--- config.mk ---
export PLATFORM = sky130hd
export DESIGN_NAME = mux8_scan_ctrl_flat
export DESIGN_NICKNAME = d
export VERILOG_FILES = /design/src/rtl/mux8_scan_ctrl_if.sv /design/src/rtl/mux8_scan_ctrl.sv /design/src/flat_wrapper.sv
export SDC_FILE = /design/constraint.sdc
export NUM_CORES = 1
export LEC_CHECK = 0
export BUFFER_PORTS_ARGS = -buffer_cell sky130_fd_sc_hd__clkbuf_2
export CORE_MARGIN = 1.5
export CORE_UTILIZATION = 50
export DETAILED_ROUTE_END_ITERATION = 12
export HOLD_SLACK_MARGIN = 0.03
export PLACE_DENSITY_LB_ADDON = 0.05
export RECOVER_POWER = 100
export SLEW_MARGIN = 20
export SYNTH_ARGS = -nofsm -noshare
export SYNTH_HDL_FRONTEND = slang
export SYNTH_SLANG_ARGS = --single-unit
--- constraint.sdc ---
create_clock -name clk -period 1.55 [get_ports clk]
set_clock_uncertainty 0.05 [all_clocks]
set_input_delay 0.2325 -clock clk [delete_from_list [all_inputs] [get_ports clk]]
set_output_delay 0.2325 -clock clk [all_outputs]
set_load 0.01 [all_outputs]
--- src/rtl/mux8_scan_ctrl_if.sv ---
// mux8_scan_ctrl_if
// Bundles the scan controller's handshake and mux-facing signals.
//   start      : request a scan (controller input)
//   abort      : cancel the current scan or drop a pending result (controller input)
//   msb_first  : scan order, latched when a scan is accepted (controller input)
//   mux_out    : single-bit output of the external 8:1 mux (controller input)
//   out_ready  : consumer ready for the assembled word (controller input)
//   sel        : registered mux select (controller output)
//   busy       : high while scanning or holding a result (controller output)
//   word       : assembled 8-bit result (controller output)
//   word_valid : result available (controller output)
// The controller connects through 'slave'; whatever drives it uses 'master'.
interface mux8_scan_ctrl_if;
    logic       start;
    logic       abort;
    logic       msb_first;
    logic       mux_out;
    logic       out_ready;
    logic [2:0] sel;
    logic       busy;
    logic [7:0] word;
    logic       word_valid;

    modport master (
        output start, abort, msb_first, mux_out, out_ready,
        input  sel, busy, word, word_valid
    );

    modport slave (
        input  start, abort, msb_first, mux_out, out_ready,
        output sel, busy, word, word_valid
    );
endinterface

--- src/rtl/mux8_scan_ctrl.sv ---
// mux8_scan_ctrl
// Steps the select of an external 8:1 bit mux through all eight channels,
// samples the mux output once per channel and assembles the eight samples
// into a parallel word offered on a valid/ready port.
// Parameter:
//   SETTLE : extra cycles each select value is held before sampling (0..3)
// Ports:
//   clk    : clock, rising edge
//   rst_n  : asynchronous active-low reset
//   bus    : slave side of mux8_scan_ctrl_if (start/abort/msb_first/mux_out/
//            out_ready in; sel/busy/word/word_valid out)
module mux8_scan_ctrl #(
    parameter int SETTLE = 0
) (
    input  logic              clk,
    input  logic              rst_n,
    mux8_scan_ctrl_if.slave   bus
);

    typedef enum logic [1:0] {
        IDLE  = 2'd0,
        SCAN  = 2'd1,
        VALID = 2'd2
    } state_t;

    // Value of the settle counter on the cycle a channel is sampled.
    localparam logic [1:0] SETTLE_LAST = SETTLE[1:0];

    state_t     state_q, state_d;
    logic [2:0] sel_q, sel_d;
    logic [2:0] chanCnt_q, chanCnt_d;
    logic [1:0] settleCnt_q, settleCnt_d;
    logic       dir_q, dir_d;
    logic [7:0] shadow_q, shadow_d;
    logic [7:0] word_q, word_d;
    logic       valid_q, valid_d;
    logic       acceptScan;
    logic [7:0] sampled;

    // State register and datapath registers; everything returns to zero on reset.
    always_ff @(posedge clk or negedge rst_n) begin
        if (!rst_n) begin
            state_q     <= IDLE;
            sel_q       <= 3'd0;
            chanCnt_q   <= 3'd0;
            settleCnt_q <= 2'd0;
            dir_q       <= 1'b0;
            shadow_q    <= 8'h00;
            word_q      <= 8'h00;
            valid_q     <= 1'b0;
        end else begin
            state_q     <= state_d;
            sel_q       <= sel_d;
            chanCnt_q   <= chanCnt_d;
            settleCnt_q <= settleCnt_d;
            dir_q       <= dir_d;
            shadow_q    <= shadow_d;
            word_q      <= word_d;
            valid_q     <= valid_d;
        end
    end

    // Next-state logic. 'sampled' is the shadow with the current channel's bit
    // already inserted, so the final sample can go straight into word on the
    // completing edge. Scan acceptance is shared between IDLE and the
    // back-to-back path out of VALID, so it is applied once after the case.
    // abort is tested first in each state so it wins over start and the handshake.
    always_comb begin
        state_d     = state_q;
        sel_d       = sel_q;
        chanCnt_d   = chanCnt_q;
        settleCnt_d = settleCnt_q;
        dir_d       = dir_q;
        shadow_d    = shadow_q;
        word_d      = word_q;
        valid_d     = valid_q;
        acceptScan  = 1'b0;
        sampled     = shadow_q;
        sampled[sel_q] = bus.mux_out;

        case (state_q)
            IDLE: begin
                sel_d = 3'd0;
                if (bus.start) begin
                    acceptScan = 1'b1;
                end
            end

            SCAN: begin
                if (bus.abort) begin
                    state_d     = IDLE;
                    sel_d       = 3'd0;
                    chanCnt_d   = 3'd0;
                    settleCnt_d = 2'd0;
                    shadow_d    = 8'h00;
                end else if (settleCnt_q == SETTLE_LAST) begin
                    shadow_d    = sampled;
                    settleCnt_d = 2'd0;
                    chanCnt_d   = chanCnt_q + 3'd1;
                    sel_d       = dir_q ? (sel_q - 3'd1) : (sel_q + 3'd1);
                    if (chanCnt_q == 3'd7) begin
                        word_d  = sampled;
                        valid_d = 1'b1;
                        state_d = VALID;
                        sel_d   = 3'd0;
                    end
                end else begin
                    settleCnt_d = settleCnt_q + 2'd1;
                end
            end

            VALID: begin
                if (bus.abort) begin
                    state_d = IDLE;
                    valid_d = 1'b0;
                end else if (valid_q && bus.out_ready) begin
                    valid_d = 1'b0;
                    if (bus.start) begin
                        acceptScan = 1'b1;
                    end else begin
                        state_d = IDLE;
                    end
                end
            end

            default: begin
                state_d = IDLE;
                sel_d   = 3'd0;
                valid_d = 1'b0;
            end
        endcase

        if (acceptScan) begin
            state_d     = SCAN;
            dir_d       = bus.msb_first;
            sel_d       = bus.msb_first ? 3'd7 : 3'd0;
            chanCnt_d   = 3'd0;
            settleCnt_d = 2'd0;
            shadow_d    = 8'h00;
        end
    end

    assign bus.sel        = sel_q;
    assign bus.busy       = (state_q != IDLE);
    assign bus.word       = word_q;
    assign bus.word_valid = valid_q;

endmodule

--- src/flat_wrapper.sv ---
// flat-port wrapper written by rule: the top's interface ports become plain ports
module mux8_scan_ctrl_flat 
#(
    parameter int SETTLE = 0
)
  (clk, rst_n, bus_start, bus_abort, bus_msb_first, bus_mux_out, bus_out_ready, bus_sel, bus_busy, bus_word, bus_word_valid);
  mux8_scan_ctrl_if bus_i ();
  input  logic clk;
  input  logic rst_n;
  input wire logic [$bits(bus_i.start)-1:0] bus_start;
  input wire logic [$bits(bus_i.abort)-1:0] bus_abort;
  input wire logic [$bits(bus_i.msb_first)-1:0] bus_msb_first;
  input wire logic [$bits(bus_i.mux_out)-1:0] bus_mux_out;
  input wire logic [$bits(bus_i.out_ready)-1:0] bus_out_ready;
  output wire logic [$bits(bus_i.sel)-1:0] bus_sel;
  output wire logic [$bits(bus_i.busy)-1:0] bus_busy;
  output wire logic [$bits(bus_i.word)-1:0] bus_word;
  output wire logic [$bits(bus_i.word_valid)-1:0] bus_word_valid;
  assign bus_i.start = bus_start;
  assign bus_i.abort = bus_abort;
  assign bus_i.msb_first = bus_msb_first;
  assign bus_i.mux_out = bus_mux_out;
  assign bus_i.out_ready = bus_out_ready;
  assign bus_sel = bus_i.sel;
  assign bus_busy = bus_i.busy;
  assign bus_word = bus_i.word;
  assign bus_word_valid = bus_i.word_valid;
  mux8_scan_ctrl #(.SETTLE(SETTLE)) u_core (.clk(clk), .rst_n(rst_n), .bus(bus_i));
endmodule
# Word-level counts from Yosys, hierarchy flattened
# Index checks and enable logic that the tools add are counted.
# totals
reg_bits	28
inputBits	7
out_inout_bits	13
word_cells	81
# classes
addsub	4
n_lt_le_gt_ge	2
eq_ne	13
n_mux	40
bitwise	2
n_reduce_logical	12
# op_table
op	count
$mux W8	4
$mux W3	10
$mux W2	11
$ne A4 B2 Y1 const B	3
$reduce_and A5 Y1	2
$mux W1	9
$bwmux W8	1
$ne A2 B1 Y1 const B	4
$add A3 B1 Y3 const B	2
$pmux W2 S3	1
$pmux W3 S2	1
$logic_not A2 Y1	2
$lt A3 B4 Y1 const B	1
$ne A4 B3 Y1 const B	1
$reduce_and A2 Y1	2
$reduce_and A4 Y1	1
$reduce_bool A2 Y1	2
$demux W1 S3	1
$eq A3 B3 Y1 const B	1
$ge A3 B1 Y1 const B	1
$ne A3 B2 Y1 const B	1
$pmux W1 S3	1
$reduce_bool A3 Y1	1
$sub A3 B1 Y3 const B	1
7 further kinds	9

# Depth between registers and ports, before layout
# Gate-level depths: netlist of the first run.
# logic_depth
depth_word	9
ltp_mapped	7

# Least setup slack after synthesis of the first run
# OpenSTA, ideal clock, no wires.
# synth_path
path_type	register to register
startpoint	register u_core.settleCnt_q[0]
endpoint	register u_core.sel_q[2], in the netlist u_core.bus.sel[2]
setup_time_ns	0.121
arrival_ns	1.358
t_required_ns	1.379
setup_slack_ns	0.021
stages_incl_launch_ff	7
path_buffers	0
period_less_slack_ns	1.529
cell_sequence	dfrtp_1 inv_1 ha_1 nor2_1 a22oi_2 o21ai_0 a22o_1
# synth_between
elab_chain_cells	3
# synth_rtl
item	line_no	rtl
start: declaration	mux8_scan_ctrl.sv:32	logic [1:0] settleCnt_q, settleCnt_d;
start signal: assignment	mux8_scan_ctrl.sv:55	settleCnt_q <= settleCnt_d;
$logic_not A2 Y1	mux8_scan_ctrl.sv:96	end else if (settleCnt_q == SETTLE_LAST) begin
$ne A4 B2 Y1 (no line)	--	
$reduce_and A2 Y1 (no line)	--	
end signal: assignment	mux8_scan_ctrl.sv:53	sel_q <= sel_d;
end: declaration	mux8_scan_ctrl.sv:30	logic [2:0] sel_q, sel_d;
# No other way between the ends.
# A chain may end at the register's enable or synchronous reset.

# Worst setup path in the final report of the first run
# layout_path
startpoint	register u_core.state_q[1]
endpoint	output port bus_busy
# layout_between
elab_chain_cells	1
# layout_rtl
item	line_no	rtl
start: declaration	mux8_scan_ctrl.sv:29	state_t state_q, state_d;
start signal: assignment	mux8_scan_ctrl.sv:52	state_q <= state_d;
$reduce_bool A2 Y1	mux8_scan_ctrl.sv:144	assign bus.busy = (state_q != IDLE);
end: declaration	flat_wrapper.sv:16	output wire logic [$bits(bus_i.busy)-1:0] bus_busy;
# No other way between the ends.

==> results of run 1 <==
[logic make-up after synthesis]
kind of cell	count (synthesis)
mux	9
buf+inv	10
compound gates	34
xor+xnor	1
fa+ha+maj	5
flops	28
simple gates	41
[path summary, 6_finish.rpt]
check | to | slack [ns] | depth (start not counted) | startpoint
min in group asynchronous | u_core.bus.sel[0] | 0.49 | 3 | rst_n
worst max register to register | u_core.bus.sel[2] | 0.03 | 5 | u_core.bus.sel[0]
worst max-delay path | bus_busy | 0.03 | 2 | u_core.state_q[1]
max in group asynchronous | u_core.state_q[1] | 0.48 | 3 | rst_n
worst min-delay path | u_core.state_q[1] | 0.1 | 2 | bus_abort
worst min register to register | u_core.bus.word[5] | 0.45 | 2 | u_core.bus.word[5]
[metal layers]
layer / GRT usage (%) / part of all wire, % / wire length, um
met1: 29.4 / 49 / 1390
met3: 2.09 / 2.4 / 68
met4: 6.12 / 1.1 / 31
met5: 0 / 0 / 0
met2: 28.9 / 47 / 1350
[timing repair]
action,4_1_cts,5_1_grt
gates resized for setup,2,16
pin swaps,0,4
hold buffers,1,0
endpoints found under the hold margin,28,0
endpoints found under the setup margin,12,26
setup buffers,1,3
[power groups by stage]
stage	clock network, mW	logic, mW	registers, mW
4_1_cts	0.375	0.317	0.808
3_3_place_gp	0	0.301	0.823
5_1_grt	0.397	0.373	0.821
2_1_floorplan	0	0.202	0.815
6_report	0.361	0.337	0.813
3_5_place_dp	0	0.310	0.824
[cells in the mapped netlist, types with 2 or more instances]
library cell / number / area [um2]
nand2_1: 14 / 52.6
a2bb2oi_1: 2 / 17.5
a21oi_1: 2 / 10.0
inv_1: 4 / 15.0
a22o_1: 3 / 26.3
a32o_1: 2 / 20.0
nand3b_1: 3 / 22.5
o21ai_1: 4 / 20.0
dfrtp_1: 28 / 701
nor2b_1: 2 / 12.5
clkbuf_1: 3 / 11.3
nor2_1: 11 / 41.3
o2bb2ai_1: 9 / 78.8
nand2b_1: 2 / 12.5
ha_1: 4 / 50.1
mux2i_1: 8 / 80.1
o21ai_0: 5 / 25.0
[through the flow]
step | setup TNS [ns] | util (%) | total power [mW] | instance area [um2]
floorplan | 0 | - | 1.02 | 1400
global placement | -0.444 | 59.6 | 1.12 | 1610
detailed placement | -1.25 | 59.6 | 1.13 | 1610
CTS | 0 | 61.4 | 1.50 | 1660
global route | -0.117 | 63.0 | 1.59 | 1710
finish | 0 | 63.0 | 1.51 | 1710
[worst max-delay path, cell delays in order (launching register included)]
cell and delay, ns:
dfrtp_2 0.49, or2_2 0.29, clkbuf_2 0.13
[area by class of cell]
class                      count  area, um2
timing repair buffer          36        216
tap                           31       38.8
inverter                       4       15.0
multi-input combinational     90        697
fill                         235       1000
clock buffer                   4       36.3
sequential                    28        703
[cell usage in the layout (no fill, tap or decap), drive strengths merged, types with 4 or more instances in the layout]
cell type	n
buf	13
clkbuf	26
dfrtp	28
ha	4
inv	4
mux2i	8
nand2	15
nor2	11
o21ai	9
o2bb2ai	9
[state kept, by name, indices dropped and copies added, names as in the netlist]
signal,cells
u_core.shadow_q,8
u_core.bus.sel,3
u_core.state_q,2
u_core.settleCnt_q,2
u_core.dir_q,1
u_core.bus.word_valid,1
u_core.chanCnt_q,3
u_core.bus.word,8
==> results.py, run 1 <==
metrics = {
    "cts": {
        "cts_buffer_depth": 2,
        "clkTransAtPathRegs_ns": 0.15,
        "numCtsBuffers": 3,
        "numClockSinks": 28,
        "htreeDepth": 1,
        "clk_latency_ns": 0.33,
        "cts_root_buffer": "clkbuf_4",
        "cts_tree": "yes",
    },
    "pwr": {
        "p_comb_share_pct": 22.3,
        "p_leak_nw": 0.784,
        "irDropWorstVdd_uv": 613,
        "clockPowerShare_pct": 23.9,
        "power.density_nw_per_um2": 886,
        "p_int_mw": 1.07,
        "switching_share_pct": 29.0,
        "seq_power_share_pct": 53.8,
        "netSwitchingPower_mw": 0.439,
    },
    "synthesis": {
        "yosys.area_share.simple_pct": 16.0,
        "synth_area_um2": 1400,
        "syn-instance-count": 128,
        "synth.net_count": 140,
        "synth.area.mux_share_pct": 6.51,
        "synth_fa_ha_area_share_pct": 4.99,
        "synth_top_family_by_area": "compound AO/OA/AOI/OAI gates",
        "synth_compound_area_share_pct": 18.5,
        "synth_async_sr_flop_share_pct": 100,
        "netlist-cell-type-count": 39,
        "synth_edf_count": 0,
        "yosysWarningCount": 0,
        "ys_ff_latch": 28,
        "synth-xor-area-share_pct": 0.624,
        "ys_seq_area_share_pct": 49.9,
        "synth_flop_cell": "dfrtp_1",
        "avgSynthCellArea_um2": 11.0,
    },
    "routing": {
        "via_count": 1078,
        "avgRoutedWirePerCell_um": 14.7,
        "viasPerCell": 5.59,
        "drt_pre_antenna_iters": 4,
        "drc_errors": 0,
        "ant_nets": 0,
        "first_iter_violations": 35,
        "finalWirelength_mm": 2.84,
    },
    "sta": {
        "max_freq_mhz": 659,
        "setup_violations": 0,
        "tightest_slew_ns": 0.698,
        "final_hold_viol_count": 0,
        "slew_viol_final": 0,
        "post-route-period-util_pct": 98.0,
        "slew_headroom_pct": 53.5,
        "rsz0062_at_grt": "true",
        "fin_crit_ns": 1.52,
        "fin_ws_ns": 0.0317,
        "whs_ns": 0.0995,
    },
    "hold_path": {
        "hp-class": "in -> reg",
    },
    "die": {
        "rows": 19,
        "die-height_um": 56.0,
        "ios": 20,
        "die_width_um": 56.0,
        "core_um2": 2710,
        "die-area_um2": 3130,
        "start_util_pct": 51.8,
    },
    "setup_path": {
        "crit_fanout": 7,
        "worst_setup_path_end_kind": "primary output",
        "crit_path_start_kind": "register",
        "arrival_ns": 1.24,
        "required_ns": 1.27,
        "worstSetupPathType": "reg -> out",
    },
    "finish": {
        "fin_cells": 193,
        "drive_gt1_share_pct": 31.5,
        "diodes": 0,
        "fin_nets": 175,
        "areaGrowthSynthToFinish_pct": 21.6,
    },
    "status": {
        "status": "finished, final reports clean",
    },
    "grt": {
        "overflow": 0,
        "antenna_found_initial": 0,
        "grt.total_usage_pct": 19.3,
        "grt_max_degree": 29,
        "grt_pass1_wl_mm": 4.79,
        "grt_pass1_vias": 1034,
    },
    "place": {
        "gp_congestion": 0.732,
        "dp_slack_ns": -0.147,
        "dp_hpwl_mm": 1.93,
        "place.port_buffers": 19,
        "dp.cells": 185,
    },
    "run": {
        "max_cap_viol_count": 0,
    },
}
Power figures use the tool's default switching activity.
==> run 2: changes to the inputs <==
--- a/config.mk
+++ b/config.mk
@@ -6,11 +6,13 @@
 export NUM_CORES = 1
 export LEC_CHECK = 0
 export BUFFER_PORTS_ARGS = -buffer_cell sky130_fd_sc_hd__clkbuf_2
+export CELL_PAD_IN_SITES_DETAIL_PLACEMENT = 1
+export CELL_PAD_IN_SITES_GLOBAL_PLACEMENT = 1
 export CORE_MARGIN = 1.5
-export CORE_UTILIZATION = 50
+export CORE_UTILIZATION = 39
 export DETAILED_ROUTE_END_ITERATION = 12
 export HOLD_SLACK_MARGIN = 0.03
-export PLACE_DENSITY_LB_ADDON = 0.05
+export PLACE_DENSITY = 0.79
 export RECOVER_POWER = 100
 export SLEW_MARGIN = 20
 export SYNTH_ARGS = -nofsm -noshare
==> run 2 against run 1 <==
Effect of this change:
- fmax fell by 2.4%
- final cell count rose by 7.3%
- utilization fell by 12 points
- critical endpoint is now u_core.bus.sel[2]
- non-clock buffer count fell by 1
- die area rose by 27%
- global-route usage fell by 2.0 points
- wire length rose by 17%
- sequential power rose by 0.7%
- largest power group unchanged
- sequential share of layout area fell by 0.70 points
- the flow now finishes with violations (negative setup slack)
- via count rose by 3.3%
- first-iteration DRC count rose by 77%
- total power rose by 8.5%
==> results.py, run 2 (same netlist as run 1, synthesis figures left out) <==
metrics = {
    "cts": {
        "cts_tree": "yes",
        "cts_buffer_depth": 2,
        "clkTransAtPathRegs_ns": 0.16,
        "numCtsBuffers": 3,
        "cts_root_buffer": "clkbuf_4",
        "htreeDepth": 1,
        "numClockSinks": 28,
        "clk_latency_ns": 0.33,
    },
    "die": {
        "core_um2": 3390,
        "die-height_um": 63.0,
        "start_util_pct": 41.4,
        "rows": 21,
        "ios": 20,
        "die_width_um": 63.0,
        "die-area_um2": 3970,
    },
    "routing": {
        "drt_pre_antenna_iters": 4,
        "first_iter_violations": 62,
        "via_count": 1114,
        "viasPerCell": 5.38,
        "ant_nets": 0,
        "drc_errors": 0,
        "avgRoutedWirePerCell_um": 16.1,
        "finalWirelength_mm": 3.33,
    },
    "setup_path": {
        "reg2reg_from": "u_core.bus.sel[0]",
        "arrival_ns": 1.74,
        "crit_fanout": 2,
        "r2r-end": "u_core.bus.sel[2]",
        "worstSetupPathType": "reg -> reg",
        "required_ns": 1.73,
        "reg2reg_slack_ns": -0.006,
        "r2r_cells": 5,
        "crit_path_start_kind": "register",
        "worst_setup_path_end_kind": "register",
    },
    "pwr": {
        "switching_share_pct": 27.7,
        "seq_power_share_pct": 49.9,
        "power.density_nw_per_um2": 943,
        "p_comb_share_pct": 20.3,
        "total_power_mw": 1.64,
        "p_leak_nw": 0.787,
        "clockPowerShare_pct": 29.8,
        "netSwitchingPower_mw": 0.454,
        "p_int_mw": 1.19,
        "irDropWorstVdd_uv": 437,
    },
    "run": {
        "max_cap_viol_count": 0,
    },
    "finish": {
        "fin_util_pct": 51.3,
        "fin_cells": 207,
        "n_fill_cell": 386,
        "most-common-layout-cells": "25 x dfrtp_1, 14 x nand2_1, 14 x buf_4",
        "layout_commonest_cell": "dfrtp_1",
        "drive_gt1_share_pct": 29.2,
        "final_area_um2": 1740,
        "diodes": 0,
        "areaGrowthSynthToFinish_pct": 23.9,
        "fin_nets": 174,
    },
    "sta": {
        "max_freq_mhz": 643,
        "slew_viol_final": 0,
        "post-route-period-util_pct": 100,
        "slew_headroom_pct": 33.2,
        "fin_crit_ns": 1.56,
        "fin_setup_tns_ns": -0.00600,
        "tightest_slew_ns": 1.00,
        "fin_ws_ns": -0.00600,
        "setup_violations": 1,
        "rsz0062_at_grt": "true",
        "final_hold_viol_count": 0,
        "whs_ns": 0.127,
    },
    "hold_path": {
        "min_from": "bus_abort",
        "min_to": "u_core.state_q[1]",
        "holdPathStages": 2,
        "hp-class": "in -> reg",
    },
    "grt": {
        "antenna_found_initial": 0,
        "grt_pass1_wl_mm": 5.48,
        "grt_pass1_vias": 1123,
        "overflow": 0,
        "grt_max_degree": 17,
        "grt.total_usage_pct": 17.3,
    },
    "place": {
        "dp_hpwl_mm": 2.37,
        "place.port_buffers": 19,
        "dp_slack_ns": -0.129,
        "place_area_um2": 1610,
        "dp.cells": 197,
        "gp_congestion": 0.728,
    },
    "status": {
        "violations": "negative setup slack",
        "status": "finished with violations",
    },
}
## run 2: worst max-delay path, cell delays in order (launching register included)
cell and delay, ns:
dfrtp_1 0.44, fa_2 0.41, xor2_2 0.17, nand2b_1 0.10, o2bb2ai_1 0.06, a22o_1 0.24
## run 2: how the worst max path moves through the flow
stage	from	endpoint	slack, ns
4_1_cts	u_core.settleCnt_q[0]	u_core.bus.sel[2]	0.0007
6_report	u_core.bus.sel[0]	u_core.bus.sel[2]	-0.006
3_5_place_dp	u_core.settleCnt_q[0]	u_core.chanCnt_q[2]	-0.13
3_3_place_gp	u_core.settleCnt_q[0]	u_core.chanCnt_q[1]	-0.02
5_1_grt	u_core.bus.sel[0]	u_core.bus.sel[2]	-0.06
2_1_floorplan	u_core.settleCnt_q[0]	u_core.bus.sel[2]	0.02
## run 2: cell type report
cell class                 instances  area, um2  share of cell area, %
clock buffer                       3       22.5                   1.29
clock inverter                     1       30.0                   1.73
inverter                           4       15.0                  0.863
multi-input combinational         90        686                   39.4
sequential                        28        704                   40.5
tap                               46       57.6                   3.31
timing repair buffer              35        224                   12.9
## run 2: timing repair
item	4_1_cts	5_1_grt
gates resized for setup	4	12
endpoints found under the setup margin	13	19
hold endpoints to repair	14	0
setup buffers	2	4
pin swaps	2	2
hold buffers	1	0
## run 2: power by group through the flow
| stage | clock network [mW] | registers (mW) | logic (mW) |
|---|---|---|---|
| after floorplan | 0 | 0.815 | 0.202 |
| after global placement | 0 | 0.823 | 0.287 |
| after detailed placement | 0 | 0.828 | 0.307 |
| after CTS | 0.488 | 0.815 | 0.313 |
| after global routing | 0.528 | 0.827 | 0.363 |
| final | 0.488 | 0.819 | 0.334 |
## run 2: per-layer routing
layer,global-route usage (%),vias to the layer above,part of all wire (%)
li1,-,531,-
met1,22.5,569,46
met2,30.9,12,52
met3,2.16,2,1.7
met4,3.33,0,0.48
met5,0,-,0
